## src/rtl/stage_sequencer.sv

```systemverilog
// Handshake-driven phase sequencer: MEM -> PE -> CONV3 -> POOL2 -> DISPLAY, with a settle gap between stages.
// Optional per-stage watchdog enabled by defining STAGE_TIMEOUT_EN; all outputs registered.
module stage_sequencer #(
  parameter int SETTLE_CYC  = 2,
  parameter int TIMEOUT_CYC = 1000000,
  parameter int CNT_W       = 32
) (
  input  logic       clk,
  input  logic       rst,
  input  logic       start,
  input  logic       abort,
  input  logic [3:0] stage_done,
  output logic [3:0] stage_en,
  output logic       disp_en,
  output logic       busy,
  output logic       done,
  output logic       error,
  output logic [1:0] err_stage
);

  typedef enum logic [2:0] {
    S_IDLE,
    S_RUN,
    S_GAP,
    S_DISP,
    S_ERR
  } state_t;

  localparam logic [CNT_W-1:0] SETTLE_LAST = CNT_W'(SETTLE_CYC - 1);
  localparam logic [CNT_W-1:0] CNT_ONE     = CNT_W'(1);
`ifdef STAGE_TIMEOUT_EN
  localparam logic [CNT_W-1:0] TO_LAST     = CNT_W'(TIMEOUT_CYC - 1);
`endif

  state_t           state;
  logic [1:0]       k;
  logic [CNT_W-1:0] cnt;

`ifndef STAGE_TIMEOUT_EN
  assign error     = 1'b0;
  assign err_stage = 2'b00;
`endif

  always_ff @(posedge clk or negedge rst) begin
    if (!rst) begin
      state     <= S_IDLE;
      k         <= 2'd0;
      cnt       <= '0;
      stage_en  <= 4'b0000;
      disp_en   <= 1'b0;
      busy      <= 1'b0;
      done      <= 1'b0;
`ifdef STAGE_TIMEOUT_EN
      error     <= 1'b0;
      err_stage <= 2'd0;
`endif
    end else if (abort) begin
      // abort overrides every other event in the same cycle
      state     <= S_IDLE;
      k         <= 2'd0;
      cnt       <= '0;
      stage_en  <= 4'b0000;
      disp_en   <= 1'b0;
      busy      <= 1'b0;
      done      <= 1'b0;
`ifdef STAGE_TIMEOUT_EN
      error     <= 1'b0;
      err_stage <= 2'd0;
`endif
    end else begin
      if (cnt != '1) cnt <= cnt + CNT_ONE;
      case (state)
        S_IDLE, S_DISP: begin
          if (start) begin
            state    <= S_RUN;
            k        <= 2'd0;
            cnt      <= '0;
            stage_en <= 4'b0001;
            busy     <= 1'b1;
            disp_en  <= 1'b0;
            done     <= 1'b0;
          end
        end
        S_RUN: begin
          if (stage_done[k]) begin
            cnt      <= '0;
            stage_en <= 4'b0000;
            if (k == 2'd3) begin
              state   <= S_DISP;
              busy    <= 1'b0;
              disp_en <= 1'b1;
              done    <= 1'b1;
            end else begin
              state <= S_GAP;
            end
          end
`ifdef STAGE_TIMEOUT_EN
          else if (cnt == TO_LAST) begin
            state     <= S_ERR;
            cnt       <= '0;
            stage_en  <= 4'b0000;
            busy      <= 1'b0;
            error     <= 1'b1;
            err_stage <= k;
          end
`endif
        end
        S_GAP: begin
          if (cnt == SETTLE_LAST) begin
            state    <= S_RUN;
            k        <= k + 2'd1;
            cnt      <= '0;
            stage_en <= 4'b0001 << (k + 2'd1);
          end
        end
        S_ERR: ;
        default: state <= S_IDLE;
      endcase
    end
  end

endmodule
```

## config.mk

```make
export PLATFORM = sky130hd
export DESIGN_NAME = stage_sequencer
export DESIGN_NICKNAME = d
export VERILOG_FILES = /design/src/rtl/stage_sequencer.sv
export SDC_FILE = /design/constraint.sdc
export NUM_CORES = 1
export LEC_CHECK = 0
export CAP_MARGIN = 20
export CORE_MARGIN = 5
export CORE_UTILIZATION = 50
export DETAILED_ROUTE_END_ITERATION = 8
export PLACE_DENSITY = 0.69
export SLEW_MARGIN = 20
export SYNTH_ARGS = -nofsm -noshare
export SYNTH_HDL_FRONTEND = slang
export SYNTH_SLANG_ARGS = --single-unit
```

## constraint.sdc

```tcl
create_clock -name clk -period 3.51 [get_ports clk]
set_clock_uncertainty 0.05 [all_clocks]
set_input_delay 0.702 -clock clk [delete_from_list [all_inputs] [get_ports clk]]
set_output_delay 0.702 -clock clk [all_outputs]
set_load 0.02 [all_outputs]
```

### Word-level counts from Yosys, hierarchy flattened

Index checks and enable logic that the tools add are counted.

* memory bits (read-only): 0
* register bits after elaboration: 43
* RAM bits: 0
* output and inout port bits: 10
* bits in latches: 0
* memories: 0
* input bits: 8

* order comparisons: 1
* bitwise logic cells: 0
* reductions and logical operators: 9
* shifts and indexed selects: 1
* mux-type cells: 33
* add/subtract/negate cells: 2
* multipliers: 0
* equal/unequal tests: 12
* div/mod/pow operators: 0

Operators by type and width (number)
* 2-to-1 mux 32 bit: 5
* one-hot mux 32 bit (3 select lines): 1
* adder 32 x 1 -> 32 bit, second input constant: 1
* equality test 32 x 1 -> 1 bit, second input constant: 1
* != test 32 bit, second input constant: 1
* 2-to-1 mux 4 bit: 4
* 2-to-1 mux 3 bit: 4
* != test 3 bit, second input constant: 4
* one-hot mux 3 bit (4 select lines): 1
* one-hot mux 4 bit (3 select lines): 1
* AND reduction 4 bit: 3
* 2-to-1 mux 1 bit: 10
* equality test 3 x 2 -> 1 bit, second input constant: 2
* 2-to-1 mux 2 bit: 3
* nonzero test 3 bit: 2
* one-hot mux 1 bit (2 select lines): 2
* one-hot mux 2 bit (2 select lines): 1
* nonzero test 4 bit: 1
* left shift 1 x 2 -> 4 bit, first input constant: 1
* equality test 3 x 1 -> 1 bit, second input constant: 1
* equality test 3 bit, second input constant: 1
* logical NOT 3 bit: 1
* < comparator 2 x 3 -> 1 bit, second input constant: 1
* AND reduction 3 bit: 1
* 5 further kinds: 5

### Longest topological paths before layout

* depth in word-level cells: 5
* gate-level depth with buffers: 8

### Worst setup path after synthesis

OpenSTA, ideal clock, no wires.

* path kind: in2reg
* from: in stage_done[1]
* to: reg cnt[0]
* path slack: 1.390 ns
* required time: 3.328 ns
* library setup time: 0.132 ns
* path buffers: 1
* arrival: 1.938 ns
* stages: 6
* path through: mux4_2 a2bb2oi_1 inv_1 o21bai_2 clkbuf_1 nor2_1

* longest elaborated chain between the ends: 5

RTL lines
* start: declaration: line 12 `input logic [3:0] stage_done,`
* binary-select mux 1 bit (select 2 bit): line 85 `if (stage_done[k]) begin`
* 2-to-1 mux 1 bit (not written as such): line 85
* 2-to-1 mux 32 bit: line 85
* one-hot mux 32 bit (3 select lines): line 72 `case (state)`
* 2-to-1 mux 32 bit: line 57 `end else if (abort) begin`
* end signal: assignment: line 71 `if (cnt != '1) cnt <= cnt + CNT_ONE;`
* end: declaration: line 37 `logic [CNT_W-1:0] cnt;`

No other way between the ends. The select of a mux whose other input is x is not followed.
A chain may end at the register's enable or synchronous reset.

### Final worst setup path

* from: reg cnt[0]
* to: reg cnt[17]

* longest elaborated chain between the ends: 5
* elaborated cells between the ends (all ways): 9
* those cells by class: add/sub: 1; eq/ne: 2; mux: 6

RTL lines (line)
* adder 32 x 1 -> 32 bit or != test 32 bit (tied branches): 71
* 2-to-1 mux 32 bit: 71
* 2-to-1 mux 32 bit (on tied branches): 109, 74, 85
* one-hot mux 32 bit (3 select lines) (*): 72
* 2-to-1 mux 32 bit (*): 57

Every way passes the cells marked *; elsewhere a longest branch is shown, timed or not.

==> metrics.csv <==
metric,value,unit
die width,81.99,microns
CTS resizes,0,
number of global-route vias before repair,2058,
Final Core Density,0.5673,
H-tree levels,2,
Synth top area share,0.4056,
Iter 0 DRT Violations,172,
R2R Path Start,cnt[0],
post-synth cell types,47,
Critical Path Max Stage Delay,0.54,ns
final setup vio count,0,
CP max-delay cell,nor4_4,
critical path class,flip-flop to flip-flop,
Post-Syn Instances,278,
root buf cell,clkbuf_8,
HPWL Detailed,3918,microns
layout cells sized above 1,0.08219,
Worst-path clk slew,0.09,ns
Worst EP required,3.68,ns
PwrDens,436.6,nW/um^2
Synth Flop Type,dfrtp_1,
pins over their slew limit,0,
Crit path arrival time,2.68,ns
largest net degree at the start of global routing,43,
sequential area share after synthesis,0.4056,
worst path bufs/invs,1,
Nets,310,
Hold EP,stage_en[2],
DRC viols,0,
I/O pin total,18,
Mean Syn Cell Area,9.321,sq um
standard-cell rows,26,
Routed WL,5517,microns
total gr overflow,0,
post-DR wirelength/cell,15.24,microns
hold path start,stage_en[2],
die area,6722,sq um
Hold Path Class,flip-flop to flip-flop,
critical path peak fanout,12,
antenna violations before repair,0,
CTS sink cnt,42,
status,finished clean,
final hold vios,0,
Synth Register Bits,42,
Ys Warns,0,
Num CTS Buffers,5,
Placeable Area,5075,sq um
Stages on worst setup path,7,
CP Cell Sequence,ha_1 > nand2_1 > nor4_4 > and3_1 > buf_4 > o21ai_0 > a21oi_1,
worst-skew pair later-pin latency,0.30,ns
Slew HR,0.3787,
flop-to-flop setup slack,1.00,ns
R2R depth,7,
hold-fix buffers at CTS,0,
most common cell in the netlist,dfrtp_1,
Critical Path End Type,flip-flop,
Slew @ Worst Pin,0.9320,ns
Worst Hold Path Cells,1,
Fmax achieved,0.3991,GHz
first-pass GRT wire length,9825,microns
cell area after synthesis,2591,sq um
crit path time final,2.506,ns
Worst setup SP type,flip-flop,
port buffer count,14,
Leak Pwr,0.001167,uW
Max clock buf depth,2,
Area Overhead vs Synth,11.11,%
post-CTS setup buffer count,0,
"area leader, netlist",dfrtp_1,
RSZ-0062 raised after global routing,false,
antenna cell count,0,
fin crit share,0.7139,
Synth area leaders,"dfrtp_1, a21oi_1, ha_1",
Final GP Congestion,0.8375,
Max VDD drop,0.0003617,V
Via-to-Cell Ratio,5.890,
asr flop ratio synth,1.000,
reg2reg end,cnt[17],
initial core utilization,0.5106,
gr usage total,0.1878,
antenna-violating nets left,0,
setup tns final,0,ns
commonest cells in the synthesized netlist,"dfrtp_1, a21oi_1, nor2_1, nand2_1, inv_1",
critical path's top delay family,simple AND/OR/NAND/NOR gates,
Die Y,81.99,microns
CTS tree,done,
number of flops mapped to enable cells by yosys,0,
via count,2132,
DRT Pass-1 Iters,4,
max_cap viols,0,
==> metrics by stage <==
stage / instance area [sq um] / instances / setup slack, ns / hold slack [ns] / power (uW)
floorplan: 2599 / 280 / 1.390 / 0.3564 / 776.0
global placement: 2765 / 354 / 0.8907 / 0.4519 / 868.1
detailed placement: 2765 / 354 / 0.8081 / 0.4471 / 875.7
CTS: 2879 / 362 / 1.027 / 0.4777 / 1268
global route: 2879 / 362 / 0.7748 / 0.5040 / 1335
finish: 2879 / 362 / 1.004 / 0.4726 / 1257
==> logic make-up after synthesis <==
family / Yosys count / synth area share
xor+xnor: 9 / 0.03042
mux: 4 / 0.02076
flops: 42 / 0.4056
compound gates: 66 / 0.1550
other cells: 1 / 0.001447
fa+ha+maj: 11 / 0.05311
buf+inv: 27 / 0.05070
simple gates: 118 / 0.2830
==> where the power goes <==
part / switching [uW] / internal, uW / total [uW]
Sequential: 29.5 / 514 / 543
Combinational: 201 / 122 / 323
Clock: 179 / 212 / 390
==> metal layers <==
metal | up-vias | track usage | wire, microns
li1 | 1055 | - | -
met2 | 35 | 0.3069 | 2628
met1 | 1034 | 0.2495 | 2625
met4 | 0 | 0.05980 | 95
met3 | 8 | 0.03728 | 167
met5 | - | 0 | 0
==> worst max-delay path by stage <==
| stage | end | startpoint |
|---|---|---|
| detailed placement | state[1] | stage_done[0] |
| global route | cnt[9] | cnt[0] |
| global placement | state[0] | stage_done[1] |
| CTS | cnt[9] | cnt[0] |
| finish | cnt[17] | cnt[0] |
| floorplan | cnt[0] | stage_done[1] |
==> cell usage in the layout (no fill, tap or decap), drive strengths merged, types with 5 or more instances in the layout <==
cell type      synthesis  layout
and3                   6       6
nand3                 13      13
nand4                 14      14
o31ai                 11      11
nor2                  17      17
clkbuf                 7       5
or4                   11      11
ha                    11      11
a21oi                 28      28
nand2                 16      16
xor2                   7       7
nor4                  13      13
inv                   14      14
dfrtp                 42      42
clkdlybuf4s50          0      13
o21ai                 14      14
or3                   12      12
==> registers in the layout, summed over array words and instances (netlist names) <==
signal,cells
cnt,32
k,2
done,1
state,2
busy,1
stage_en,4
==> area by class of cell <==
cell class	instances	area [sq um]
clock buffer	5	68.82
clock inverter	3	45.04
fill	470	2196
inverter	14	52.55
multi-input combinational	211	1416
sequential	42	1051
tap	70	87.58
timing repair buffer	17	157.7
Note: power is estimated with default switching activity, not from simulation.
